--- src/rtl/wb_commit_unit.sv ---
// Writeback commit stage: merges in-order pipeline results with a 2-deep queue of late load
// returns into one register-file write port, with read bypass and a per-register busy scoreboard.
module wb_commit_unit #(
    parameter int CORE         = 0,
    parameter int DATA_WIDTH   = 32,
    parameter int ADDRESS_BITS = 20
) (
    input  logic                  clock,
    input  logic                  reset,
    input  logic                  wb_regWrite,
    input  logic                  wb_memRead,
    input  logic [4:0]            wb_rd,
    input  logic [DATA_WIDTH-1:0] wb_memory_data,
    input  logic [DATA_WIDTH-1:0] wb_ALU_result,
    input  logic                  lr_valid,
    input  logic [4:0]            lr_rd,
    input  logic [DATA_WIDTH-1:0] lr_data,
    output logic                  lr_ready,
    input  logic                  sb_set,
    input  logic [4:0]            sb_rd,
    input  logic [4:0]            rs_addr,
    input  logic [4:0]            rt_addr,
    output logic [DATA_WIDTH-1:0] rs_data,
    output logic [DATA_WIDTH-1:0] rt_data,
    output logic                  rs_busy,
    output logic                  rt_busy,
    output logic                  wb_write,
    output logic [4:0]            wb_write_reg,
    output logic [DATA_WIDTH-1:0] wb_write_data,
    output logic                  stall_req,
    output logic [1:0]            fifo_count
);

    if (CORE < 0 || ADDRESS_BITS < 1) begin : g_param_check
        $error("wb_commit_unit: CORE must be >= 0 and ADDRESS_BITS >= 1");
    end

    logic [DATA_WIDTH-1:0] regs [32];
    logic [31:0]           busy;
    logic [4:0]            q_rd   [2];
    logic [DATA_WIDTH-1:0] q_data [2];
    logic                  rd_ptr;
    logic                  wr_ptr;
    logic [1:0]            count;

    logic        pipe_commit;
    logic        deq;
    logic        enq;
    logic        late_commit;
    logic [31:0] set_mask;
    logic [31:0] clr_mask;

    // Pipeline writes win the port; the queue head drains only in bubbles.
    assign pipe_commit = !reset && wb_regWrite && (wb_rd != 5'd0);
    assign deq         = !reset && !pipe_commit && (count != 2'd0);
    assign late_commit = deq && (q_rd[rd_ptr] != 5'd0);
    assign lr_ready    = !reset && (count != 2'd2);
    assign stall_req   = !reset && (count == 2'd2);
    assign enq         = lr_valid && lr_ready;
    assign fifo_count  = count;

    always_comb begin
        wb_write      = 1'b0;
        wb_write_reg  = '0;
        wb_write_data = '0;
        if (pipe_commit) begin
            wb_write      = 1'b1;
            wb_write_reg  = wb_rd;
            wb_write_data = wb_memRead ? wb_memory_data : wb_ALU_result;
        end else if (late_commit) begin
            wb_write      = 1'b1;
            wb_write_reg  = q_rd[rd_ptr];
            wb_write_data = q_data[rd_ptr];
        end
    end

    // r0 is never written and resets to zero, so the array read covers it.
    assign rs_data = (wb_write && (rs_addr == wb_write_reg)) ? wb_write_data : regs[rs_addr];
    assign rt_data = (wb_write && (rt_addr == wb_write_reg)) ? wb_write_data : regs[rt_addr];
    assign rs_busy = (rs_addr != 5'd0) && busy[rs_addr];
    assign rt_busy = (rt_addr != 5'd0) && busy[rt_addr];

    assign set_mask = (sb_set && (sb_rd != 5'd0)) ? (32'd1 << sb_rd) : 32'd0;
    assign clr_mask = late_commit ? (32'd1 << q_rd[rd_ptr]) : 32'd0;

    always_ff @(posedge clock or posedge reset) begin
        if (reset) begin
            for (int i = 0; i < 32; i++) begin
                regs[i] <= '0;
            end
        end else if (wb_write) begin
            regs[wb_write_reg] <= wb_write_data;
        end
    end

    always_ff @(posedge clock or posedge reset) begin
        if (reset) begin
            busy   <= '0;
            rd_ptr <= 1'b0;
            wr_ptr <= 1'b0;
            count  <= 2'd0;
        end else begin
            busy <= (busy & ~clr_mask) | set_mask;
            if (enq) begin
                wr_ptr <= ~wr_ptr;
            end
            if (deq) begin
                rd_ptr <= ~rd_ptr;
            end
            case ({enq, deq})
                2'b10:   count <= count + 2'd1;
                2'b01:   count <= count - 2'd1;
                default: count <= count;
            endcase
        end
    end

    always_ff @(posedge clock) begin
        if (enq) begin
            q_rd[wr_ptr]   <= lr_rd;
            q_data[wr_ptr] <= lr_data;
        end
    end

endmodule

--- config.mk ---
export PLATFORM = sky130hd
export DESIGN_NAME = wb_commit_unit
export DESIGN_NICKNAME = d
export VERILOG_FILES = /design/src/rtl/wb_commit_unit.sv
export SDC_FILE = /design/constraint.sdc
export NUM_CORES = 2
export LEC_CHECK = 0
export BUFFER_PORTS_ARGS = -buffer_cell sky130_fd_sc_hd__clkbuf_2
export CAP_MARGIN = 20
export CORE_UTILIZATION = 41
export DETAILED_ROUTE_END_ITERATION = 10
export REMOVE_ABC_BUFFERS = 1
export SLEW_MARGIN = 20
export SYNTH_ARGS = -nofsm -noshare
export SYNTH_HDL_FRONTEND = slang
export SYNTH_SLANG_ARGS = --single-unit
--- constraint.sdc ---
create_clock -name clock -period 43.6 [get_ports clock]
set_clock_uncertainty 0.05 [all_clocks]
set_input_delay 6.54 -clock clock [delete_from_list [all_inputs] [get_ports clock]]
set_output_delay 6.54 -clock clock [all_outputs]
set_load 0.01 [all_outputs]
==> impl_metrics.json <==
{
  "synth_seq_area_share": 0.478,
  "syn_inst": 3924,
  "peakVddDrop_uv": 41.1,
  "wl_per_cell_um": 30.1,
  "antenna_found_initial": 1,
  "fp.dieW_um": 385,
  "required_ns": 37.01,
  "grt_pass1_vias": 38100,
  "ys_ff_latch": 1133,
  "cts.sinks": 1133,
  "drive_gt1_frac": 0.471,
  "synth_area_sq_um": 60000,
  "yosys_warnings": 0,
  "overflow": 0,
  "violations": "DRC",
  "cts_setup_buffers": 0,
  "finalSetupViolCount": 0,
  "die_h_um": 385,
  "htree_levels": 4,
  "die_area_sq_um": 148000,
  "syn_area_per_cell_sq_um": 15.3,
  "worstSetupPathType": "primary input to output pin",
  "route.detailed.drc": 2,
  "numCtsBuffers": 131,
  "endpoint_kind": "output pin",
  "port_buffers": 234,
  "vias": 36800,
  "synth_top_area_share": 0.441,
  "cts_tree": "built",
  "wl_mm": 179,
  "synthArstFlopShare": 0.935,
  "multi_input_area_sq_um": 29400,
  "grt_max_degree": 165,
  "rsz0062_at_grt": "false",
  "relSlewSlack": 0.225,
  "worst_setup_path_start_kind": "primary input",
  "final_antenna_net_count": 0,
  "worstSkewPairLatency_ns": 0.76,
  "hpwl_mm": 102,
  "num-fill-cells": 12700,
  "post_cts_resized": 0,
  "synth_area_leaders": "dfrtp_1 44%, mux4_2 25%, mux2_2 12%",
  "hold_buffers": 0,
  "dr.pass1.iters": 11,
  "status": "finished with violations",
  "drv_cap": 0,
  "max_freq_mhz": 58.3,
  "yosysMostFrequentCell": "dfrtp_1",
  "rows": 140,
  "finalHoldViolCount": 0,
  "synth_top_cell_by_area": "dfrtp_1",
  "hold_slack_ns": 0.346,
  "grt_usage": 0.249,
  "coreArea_sq_um": 145000,
  "dominantRegCellSynth": "dfrtp_1",
  "hp-class": "register to register",
  "first_iter_violations": 2949,
  "layout_min_cycle_time_ns": 17.16,
  "grt_pass1_wl_mm": 268,
  "min_period_over_period": 0.393,
  "final.setup.tns_ns": 0,
  "gp_congestion": 0.816,
  "final_max_slew_viol_count": 0,
  "synth_edf_count": 74,
  "path_clk_slew_ns": 0.06,
  "start_util": 0.413,
  "power_density_nw_per_um2": 52.8,
  "yosys.cell_types.count": 62,
  "clk_path_buf_depth": 3,
  "arrival_ns": 10.57,
  "worst_pin_slew_ns": 1.16,
  "p_leak_nw": 29.4,
  "synthTopCellsByCount": "1059 x dfrtp_1, 663 x mux2_2, 658 x mux4_2, 209 x clkbuf_1, 199 x mux2i_1",
  "area.growth.synth_to_final_pct": 11.7,
  "root_buffer": "clkbuf_16",
  "io_pins": 235,
  "seq_area_sq_um": 28700,
  "cp_max_fo": 26,
  "final_nets": 4079,
  "via_per_inst": 6.17
}
-- layer usage --
metal  GRT usage  vias to the layer above  part of all wire
met5           0                        -                 0
met4      0.0633                        0             0.022
met3      0.0407                      261             0.063
met2       0.378                     1193              0.46
met1       0.372                    20200              0.46
li1            -                    15200                 -
-- where the power goes --
part	internal, mW	switching, mW
registers	1.33	0.195
logic	0.482	0.405
clock network	0.678	0.448
total	2.49	1.05
-- state kept, by name, indices dropped and copies added (netlist names) --
name        cells
rd_ptr          1
wr_ptr          1
q_rd           10
busy           31
fifo_count      2
regs         1024
q_data         64
-- placed cells by master, fill, tap and decap left out, types with 18 or more instances in the layout --
cell,n
edfxtp_1,74
inv_1,35
mux2_1,112
mux2_2,663
mux4_2,658
nor2_1,165
nor2_4,19
clkinv_2,18
mux2i_1,199
buf_4,85
clkbuf_2,223
clkbuf_16,140
clkbuf_8,31
clkbuf_1,26
dfrtp_1,1058
o21ai_1,64
o22a_1,33
o21ai_0,66
a21oi_1,167
nand2_1,78
-- logic make-up after synthesis --
kind of cell | after synthesis | share of synthesized area
flops | 1133 | 0.478
mux | 1632 | 0.425
compound gates | 351 | 0.0332
fa+ha+maj | 1 | 0.000208
simple gates | 325 | 0.0256
buf+inv | 469 | 0.0352
xor+xnor | 13 | 0.00190
-- layout make-up --
cell class                      instances  share of cell area
Multi-Input combinational cell       2322               0.438
Sequential cell                      1133               0.428
Clock buffer                          197              0.0600
Tap cell                             1917              0.0358
Timing Repair Buffer                  322              0.0298
Clock inverter                         34             0.00565
Inverter                               41             0.00248
Antenna cell                            1           0.0000373
-- metrics by stage --
step                       util  power [mW]  instances  area, sq um  setup slack (ns)
after global routing      0.461        3.72       5966        67100             26.30
after detailed placement  0.430        2.43       5732        62600             26.04
after global placement    0.430        2.39       5731        62600             26.11
final                     0.461        3.54       5967        67100             26.44
after CTS                 0.461        3.56       5963        67000             26.02
after floorplan               -        2.12       3496        58100              6.27
-- critical path: stages --
cell	delay (ns)
clkbuf_2	0.18
and2b_1	0.40
a211o_1	0.48
inv_2	0.13
nand2_2	0.36
buf_4	0.42
a221o_1	0.39
nor4_4	0.17
buf_4	0.74
mux2i_1	0.46
clkbuf_2	0.21
-- final timing paths --
path / startpoint / to / slack [ns] / cells past startpoint
setup reg to reg: rd_ptr$_DFFE_PP0P_ / regs[674]$_DFFE_PP0P_ / 37.68 / 8
hold reg to reg: regs[1016]$_DFFE_PP0P_ / regs[1016]$_DFFE_PP0P_ / 0.35 / 0
max in group asynchronous: reset / regs[729]$_DFFE_PP0P_ / 33.81 / 6
setup / recovery: reset / rt_data[3] / 26.44 / 11
hold / removal: regs[1016]$_DFFE_PP0P_ / regs[1016]$_DFFE_PP0P_ / 0.35 / 0
min in group asynchronous: reset / fifo_count[0]$_DFFE_PP0P_ / 5.90 / 2
Power figures use the tool's default switching activity.
